<file path="config.mk">
export PLATFORM = sky130hd
export DESIGN_NAME = snake_map_flat
export DESIGN_NICKNAME = d
export VERILOG_FILES = /design/src/rtl/snake_map_if.sv /design/src/rtl/snake_map.sv /design/src/flat_wrapper.sv
export SDC_FILE = /design/constraint.sdc
export NUM_CORES = 1
export LEC_CHECK = 0
export CORE_MARGIN = 4
export CORE_UTILIZATION = 55
export CTS_CLUSTER_SIZE = 28
export DETAILED_ROUTE_END_ITERATION = 10
export GPL_TIMING_DRIVEN = 0
export PLACE_DENSITY = 0.72
export SYNTH_ARGS = -nofsm -noshare
export SYNTH_HDL_FRONTEND = slang
export SYNTH_SLANG_ARGS = --single-unit
export TNS_END_PERCENT = 100
</file>
<file path="constraint.sdc">
create_clock -name clk -period 9.9 [get_ports clk]
set_input_delay 1.98 -clock clk [delete_from_list [all_inputs] [get_ports clk]]
set_output_delay 1.98 -clock clk [all_outputs]
set_load 0.01 [all_outputs]
</file>
<file path="src/rtl/snake_map_if.sv">
// Snake core bundle: renderer query, player controls, apple position and status.
interface snake_map_if;
  logic [3:0] dir_in;
  logic       start;
  logic [9:0] x_pos;
  logic [9:0] y_pos;
  logic [5:0] apple_x;
  logic [4:0] apple_y;
  logic [1:0] snake;
  logic       apple_eat;
  logic       game_over;
  logic [4:0] length;

  modport master (
    output dir_in, start, x_pos, y_pos, apple_x, apple_y,
    input  snake, apple_eat, game_over, length
  );

  modport slave (
    input  dir_in, start, x_pos, y_pos, apple_x, apple_y,
    output snake, apple_eat, game_over, length
  );
endinterface

</file>
<file path="src/rtl/snake_map.sv">
// Snake game-state core: segment list, stepping, collisions, growth and cell query.
module snake_map #(
  parameter int unsigned MAX_LEN  = 16,
  parameter int unsigned INIT_LEN = 3,
  parameter int unsigned STEP_DIV = 12500000
) (
  input logic        clk,
  input logic        clr,
  snake_map_if.slave bus
);

  localparam int unsigned CNT_W = (STEP_DIV > 1) ? $clog2(STEP_DIV) : 1;
  localparam int unsigned LEN_W = 5;
  localparam int unsigned CX_W  = 6;
  localparam int unsigned CY_W  = 5;

  localparam logic [3:0] DIR_RIGHT = 4'b0001;

  localparam logic [1:0] CELL_NONE = 2'b00;
  localparam logic [1:0] CELL_HEAD = 2'b01;
  localparam logic [1:0] CELL_BODY = 2'b10;
  localparam logic [1:0] CELL_WALL = 2'b11;

  typedef enum logic [1:0] {IDLE, PLAY, DEAD} state_t;

  state_t            state, state_nxt;
  logic [CNT_W-1:0]  cnt, cnt_nxt;
  logic              do_move, do_init;

  logic [3:0]        dir, pend, dir_mv;
  logic [CX_W-1:0]   seg_x [MAX_LEN];
  logic [CY_W-1:0]   seg_y [MAX_LEN];
  logic [LEN_W-1:0]  len_r;
  logic [LEN_W-1:0]  lim;

  logic [CX_W-1:0]   nh_x;
  logic [CY_W-1:0]   nh_y;
  logic              eat_c, hit_c;

  logic [5:0]        cx, cy;
  logic              body_c;
  logic [1:0]        cell_c;

  logic [1:0]        snake_r;
  logic              apple_eat_r;
  logic              game_over_r;

  // Reverse of a one-hot direction: up<->down, left<->right.
  function automatic logic [3:0] rev_dir(input logic [3:0] d);
    return {d[2], d[3], d[0], d[1]};
  endfunction

  // Candidate move: resolved direction, next head, apple hit and collision.
  always_comb begin
    dir_mv = (pend == rev_dir(dir)) ? dir : pend;
    nh_x   = seg_x[0];
    nh_y   = seg_y[0];
    if (dir_mv[3])      nh_y = seg_y[0] - CY_W'(1);
    else if (dir_mv[2]) nh_y = seg_y[0] + CY_W'(1);
    else if (dir_mv[1]) nh_x = seg_x[0] - CX_W'(1);
    else                nh_x = seg_x[0] + CX_W'(1);
    eat_c = (nh_x == bus.apple_x) && (nh_y == bus.apple_y);
    // The tail cell is vacated by the move unless the snake grows.
    lim   = eat_c ? len_r : len_r - LEN_W'(1);
    hit_c = (nh_x == CX_W'(0)) || (nh_x >= CX_W'(39)) ||
            (nh_y == CY_W'(0)) || (nh_y >= CY_W'(29));
    for (int i = 0; i < int'(MAX_LEN); i++) begin
      if ((LEN_W'(i) < lim) && (seg_x[i] == nh_x) && (seg_y[i] == nh_y))
        hit_c = 1'b1;
    end
  end

  // Pixel-to-cell lookup with WALL > HEAD > BODY > NONE priority.
  always_comb begin
    cx     = bus.x_pos[9:4];
    cy     = bus.y_pos[9:4];
    body_c = 1'b0;
    for (int i = 1; i < int'(MAX_LEN); i++) begin
      if ((LEN_W'(i) < len_r) && (seg_x[i] == cx) && ({1'b0, seg_y[i]} == cy))
        body_c = 1'b1;
    end
    cell_c = CELL_NONE;
    if ((bus.x_pos < 10'd640) && (bus.y_pos < 10'd480)) begin
      if ((cx == 6'd0) || (cx == 6'd39) || (cy == 6'd0) || (cy == 6'd29))
        cell_c = CELL_WALL;
      else if ((seg_x[0] == cx) && ({1'b0, seg_y[0]} == cy))
        cell_c = CELL_HEAD;
      else if (body_c)
        cell_c = CELL_BODY;
    end
  end

  // FSM state and step counter registers.
  always_ff @(posedge clk or posedge clr) begin
    if (clr) begin
      state <= IDLE;
      cnt   <= '0;
    end else begin
      state <= state_nxt;
      cnt   <= cnt_nxt;
    end
  end

  // FSM next state, step timing and move/reinit strobes.
  always_comb begin
    state_nxt = state;
    cnt_nxt   = '0;
    do_move   = 1'b0;
    do_init   = 1'b0;
    case (state)
      IDLE: begin
        if (bus.start) state_nxt = PLAY;
      end
      PLAY: begin
        if (cnt == CNT_W'(STEP_DIV - 1)) begin
          cnt_nxt = '0;
          if (hit_c) state_nxt = DEAD;
          else       do_move   = 1'b1;
        end else begin
          cnt_nxt = cnt + CNT_W'(1);
        end
      end
      DEAD: begin
        if (bus.start) begin
          state_nxt = IDLE;
          do_init   = 1'b1;
        end
      end
      default: state_nxt = IDLE;
    endcase
  end

  // Segment list, direction, length and registered outputs.
  always_ff @(posedge clk or posedge clr) begin
    if (clr) begin
      for (int i = 0; i < int'(MAX_LEN); i++) begin
        seg_x[i] <= CX_W'(20 - i);
        seg_y[i] <= CY_W'(15);
      end
      len_r       <= LEN_W'(INIT_LEN);
      dir         <= DIR_RIGHT;
      pend        <= DIR_RIGHT;
      snake_r     <= CELL_NONE;
      apple_eat_r <= 1'b0;
      game_over_r <= 1'b0;
    end else begin
      if ($onehot(bus.dir_in)) pend <= bus.dir_in;
      snake_r     <= cell_c;
      apple_eat_r <= do_move & eat_c;
      game_over_r <= (state_nxt == DEAD);
      if (do_init) begin
        for (int i = 0; i < int'(MAX_LEN); i++) begin
          seg_x[i] <= CX_W'(20 - i);
          seg_y[i] <= CY_W'(15);
        end
        len_r <= LEN_W'(INIT_LEN);
        dir   <= DIR_RIGHT;
      end else if (do_move) begin
        for (int i = 1; i < int'(MAX_LEN); i++) begin
          seg_x[i] <= seg_x[i-1];
          seg_y[i] <= seg_y[i-1];
        end
        seg_x[0] <= nh_x;
        seg_y[0] <= nh_y;
        dir      <= dir_mv;
        if (eat_c && (len_r < LEN_W'(MAX_LEN))) len_r <= len_r + LEN_W'(1);
      end
    end
  end

  assign bus.snake     = snake_r;
  assign bus.apple_eat = apple_eat_r;
  assign bus.game_over = game_over_r;
  assign bus.length    = len_r;

endmodule

</file>
<file path="src/flat_wrapper.sv">
// flat-port wrapper written by rule: the top's interface ports become plain ports
module snake_map_flat 
#(
  parameter int unsigned MAX_LEN  = 16,
  parameter int unsigned INIT_LEN = 3,
  parameter int unsigned STEP_DIV = 12500000
)
  (clk, clr, bus_dir_in, bus_start, bus_x_pos, bus_y_pos, bus_apple_x, bus_apple_y, bus_snake, bus_apple_eat, bus_game_over, bus_length);
  snake_map_if bus_i ();
  input logic clk;
  input logic clr;
  input wire logic [$bits(bus_i.dir_in)-1:0] bus_dir_in;
  input wire logic [$bits(bus_i.start)-1:0] bus_start;
  input wire logic [$bits(bus_i.x_pos)-1:0] bus_x_pos;
  input wire logic [$bits(bus_i.y_pos)-1:0] bus_y_pos;
  input wire logic [$bits(bus_i.apple_x)-1:0] bus_apple_x;
  input wire logic [$bits(bus_i.apple_y)-1:0] bus_apple_y;
  output wire logic [$bits(bus_i.snake)-1:0] bus_snake;
  output wire logic [$bits(bus_i.apple_eat)-1:0] bus_apple_eat;
  output wire logic [$bits(bus_i.game_over)-1:0] bus_game_over;
  output wire logic [$bits(bus_i.length)-1:0] bus_length;
  assign bus_i.dir_in = bus_dir_in;
  assign bus_i.start = bus_start;
  assign bus_i.x_pos = bus_x_pos;
  assign bus_i.y_pos = bus_y_pos;
  assign bus_i.apple_x = bus_apple_x;
  assign bus_i.apple_y = bus_apple_y;
  assign bus_snake = bus_i.snake;
  assign bus_apple_eat = bus_i.apple_eat;
  assign bus_game_over = bus_i.game_over;
  assign bus_length = bus_i.length;
  snake_map #(.MAX_LEN(MAX_LEN), .INIT_LEN(INIT_LEN), .STEP_DIV(STEP_DIV)) u_core (.clk(clk), .clr(clr), .bus(bus_i));
endmodule
</file>
==> results.txt <==
----------------------------------------------------
[Run status]
  Result of the run ... finished with violations
  Violated checks ... max-capacitance violations

[Drt]
  Average wire per standard cell ... 26.47 um
  Ratio of routed vias to standard cells ... ~6.5
  Overall routed net length ... slightly below 60000 um
  DRC ... 0
  Iteration-0 DRC Markers ... between 1500 and 2000
  Detail Route Antenna Nets ... 0
  Detailed-route via count ... 14740
  Detailed Routing Iterations Pass 1 ... 8

[Clock tree]
  Deepest level of the CTS H-tree ... 1
  Hold buffer count at CTS ... 0
  Clock root cell ... clkbuf_16
  Total clock sinks ... between 200 and 250
  Count of cells resized by post-cts repair ... 0
  Later-pin clock latency in the skew report ... approximately 550 ps
  Clock-pin slew reported for the worst setup and hold paths after clock tree synthesis ... around 60 ps
  CTS tree ... built
  TritonCTS buffer count ... 26
  Maximum clock insertion buffer count ... 3
  Post-CTS setup buffer count ... 0

[Placement]
  HPWL after detailed placement ... roughly 45000 um
  Placer Congestion ... about 1.0
  Dpl cell area ... roughly 17000 um^2
  Input/output buffers ... 27

[Power and ir drop]
  Leakage Power ... around 7.3 nW
  Switching share of power ... 0.3824
  Combinational group share of total power ... 0.366
  Clock share of power ... 0.309
  Internal power ... roughly 2.0 mW
  Sequential fraction of design power ... 0.326
  Total power ... 3.190 mW
  Largest voltage drop on the vdd net ... around 0.13 mV
  Switching power of the nets ... 1.220 mW
  PD cells ... 180.8 nW/um^2

[Setup path]
  Type of the setup path with the least slack ... reg2reg
  Maximum fanout encountered on the critical timing path ... 10
  Depth of the most critical reg-to-reg path ... 21
  Required time reported for the critical path endpoint ... approximately 10000 ps
  Levels on crit path ... 21
  Master of the slowest instance on the critical path ... nor4_1
  Maximum cell stage delay along the critical path ... 960 ps
  Top delay family on crit path ... buffers and inverters
  Critical R2R Capture ... u_core.dir[3]
  Startpoint Class ... register
  Critical path's most frequent cell ... buf_2
  Internal reg-to-reg setup slack ... ~1300 ps
  Worst setup path endpoint ... u_core.dir[3]
  Series of cell instances along the critical path ... buf_1 > buf_1 > inv_1 > fa_1 > xor2_2 > o21a_1 > buf_2 > xnor2_1 > a211o_1 > nor4b_4 > nand4_2 > nor2_2 > nor3_1 > a311oi_1 > o32ai_1 > nor4_1 > buf_2 > buf_4 > buf_2 > nand2_1 > o21ai_0
  Worst endpoint data arrival time ... 9080 ps
  Worst flop-to-flop path startpoint ... u_core.seg_x[90]
  CP endpoint kind ... register
  Buffers and inverters on the worst path ... 7
  Critical Path Start ... u_core.seg_x[90]

[Synth]
  Asr flop ratio synth ... 1.000
  Leading post-synthesis cells by cell area ... dfrtp_1, dfstp_2, xor2_1, xnor2_1, nand2_1
  Cell type with the highest aggregate area in the netlist ... dfrtp_1
  Commonest register cell after synthesis ... dfrtp_1
  Gate Count Post-Synth ... 1794
  Average size of a mapped cell ... 8.920 um^2
  Synth Cell Area ... 16000 um^2
  Count of unique library cells instantiated by Yosys ... 90
  Number of warnings issued by yosys ... 0
  Count of state elements after synthesis ... about 220
  Top-area cell type share of the netlist area ... 0.1783
  Fraction of the yosys area taken by sequential cells ... 0.3507
  Post-Synthesis Net Count ... 1848
  Number of enable-type register cells in the synthesized netlist ... 0

[Layout]
  Summed area of non-filler cells in the final layout ... 17650 um^2
  NumNets Final ... around 1900
  N_diodes ... 0
  Ratio of cells with drive above 1 in the final layout ... 0.1113
  Commonest non-fill, non-tap cell in the layout ... nand2_1
  Leading cell types in the layout, fill and taps excluded ... nand2_1, xor2_1, xnor2_1
  Share of the core filled with cells in the final layout ... 0.6148
  Syn-to-layout area delta ... 10.27%
  Filler cells ... ~2500

[STA]
  Worst slew margin relative to its limit ... 0.008230
  Tcrit/Tclk final ... 0.8699
  Final Hold Fails ... 0
  Transition time of the tightest slew-check pin ... 1450 ps
  Clock skew after layout ... 25.10 ps
  Unrepaired setup endpoints after global routing ... false
  Final critical path time including I/O delays and setup ... 8612 ps
  Fmax achieved ... 116.1 MHz
  Number of pins exceeding their max-slew limit in the final report ... 0
  Tightest hold margin ... 488.6 ps
  Number of setup violations in the final report ... 0

[Floorplanning]
  Number of rows in the core area ... 62
  Initial standard-cell utilization of the core ... 0.5575
  Horizontal extent of the die ... 178.6 um
  Die Span Y ... 178.6 um
  Total die area ... between 30000 and 40000 um^2
  Area of the core region ... ~29000 um^2
  I/O pin count ... between 40 and 50

[Job]
  MaxCap Viol Count ... 1

[GRT]
  Number of antenna violations at the first check in global routing ... 1
  Overall Global Routing Usage ... 0.3725
  Global-route wire length before repair ... roughly 89000 um
  Maximum number of pins on one net before global-route repair ... between 100 and 150
  Total congestion overflow ... 0
  Via count of the first global-routing pass ... between 10000 and 15000

[Hold path]
  Worst hold-check path type ... reg2reg

----------------------------------------------------
-- worst min path at each step --
stage,from,to,slack (ps),cells past startpoint
floorplan,u_core.state[1],u_core.state[0],450,1
global placement,u_core.state[1],u_core.state[0],470,1
detailed placement,u_core.state[1],u_core.state[0],480,1
CTS,u_core.state[1],u_core.state[0],490,1
global route,u_core.state[1],u_core.state[0],510,1
finish,u_core.state[1],u_core.state[0],490,1
-- synth_stat cells, types with 10 or more instances --
master,count
nand2_1,200
or4_1,11
xor2_1,193
ha_1,14
o21ai_0,80
dfrtp_1,114
xnor3_1,14
a211oi_1,11
nor3_1,47
inv_1,22
buf_2,28
o21a_1,89
or3_1,94
clkbuf_1,102
a31oi_1,18
o21ai_1,25
nand3_1,50
nor2_1,68
nor4_1,48
xnor2_1,188
buf_1,17
dfstp_2,105
a21oi_1,33
nand4_1,52
o31ai_1,10
and3_1,10
-- area by class of cell --
class	instances	area, um^2	share of cell area
inverter	22	90.09	0.005105
timing repair buffer	28	297.8	0.01687
clock inverter	7	93.84	0.005318
clock buffer	40	764.5	0.04332
buffer	148	594.3	0.03368
sequential	219	5612	0.3180
tap	384	480.5	0.02723
multi-input combinational	1405	9714	0.5505
-- power by group through the flow --
stage | logic, mW | clock network [mW] | registers (mW)
2_1_floorplan | 0.803 | 0 | 1.03
3_3_place_gp | 1.09 | 0 | 1.05
3_5_place_dp | 1.11 | 0 | 1.05
4_1_cts | 1.12 | 0.993 | 1.04
5_1_grt | 1.22 | 1.03 | 1.04
6_report | 1.17 | 0.984 | 1.04
-- per-layer routing --
layer | vias to the layer above | global-route usage | part of all wire
li1 | 6417 | - | -
met1 | 7213 | 0.4992 | 0.40
met2 | 901 | 0.5624 | 0.43
met3 | 206 | 0.07779 | 0.11
met4 | 2 | 0.2075 | 0.069
met5 | - | 0 | 0.00022
-- through the flow --
| step | instances | TNS [ps] | setup slack [ps] |
|---|---|---|---|
| floorplan | 1794 | 0 | 2101 |
| global placement | 2205 | -102370 | -920.0 |
| detailed placement | 2206 | 0 | 1708 |
| CTS | 2253 | 0 | 1681 |
| global route | 2253 | 0 | 1076 |
| finish | 2253 | 0 | 1288 |
-- registers in the layout, indices dropped and copies added, names as in the netlist --
| register | cells |
|---|---|
| u_core.seg_x | 96 |
| u_core.seg_y | 80 |
| u_core.cnt | 24 |
| u_core.bus.length | 5 |
| u_core.dir | 4 |
| u_core.pend | 4 |
| u_core.bus.snake | 2 |
| u_core.state | 2 |
| u_core.bus.apple_eat | 1 |
| u_core.bus.game_over | 1 |
-- cell families (layout without fill, tap and decap cells) --
logic type | Yosys count | count (layout) | share of synthesized area
adder cells (fa/ha/maj) | 16 | 16 | 0.01345
AO/OA/AOI/OAI | 343 | 343 | 0.1453
multiplexers | 16 | 16 | 0.01251
XOR/XNOR | 399 | 399 | 0.2323
AND/OR/NAND/NOR | 631 | 631 | 0.2034
flip-flops | 219 | 219 | 0.3507
buffers and inverters | 170 | 245 | 0.04230
Power figures use the tool's default switching activity.
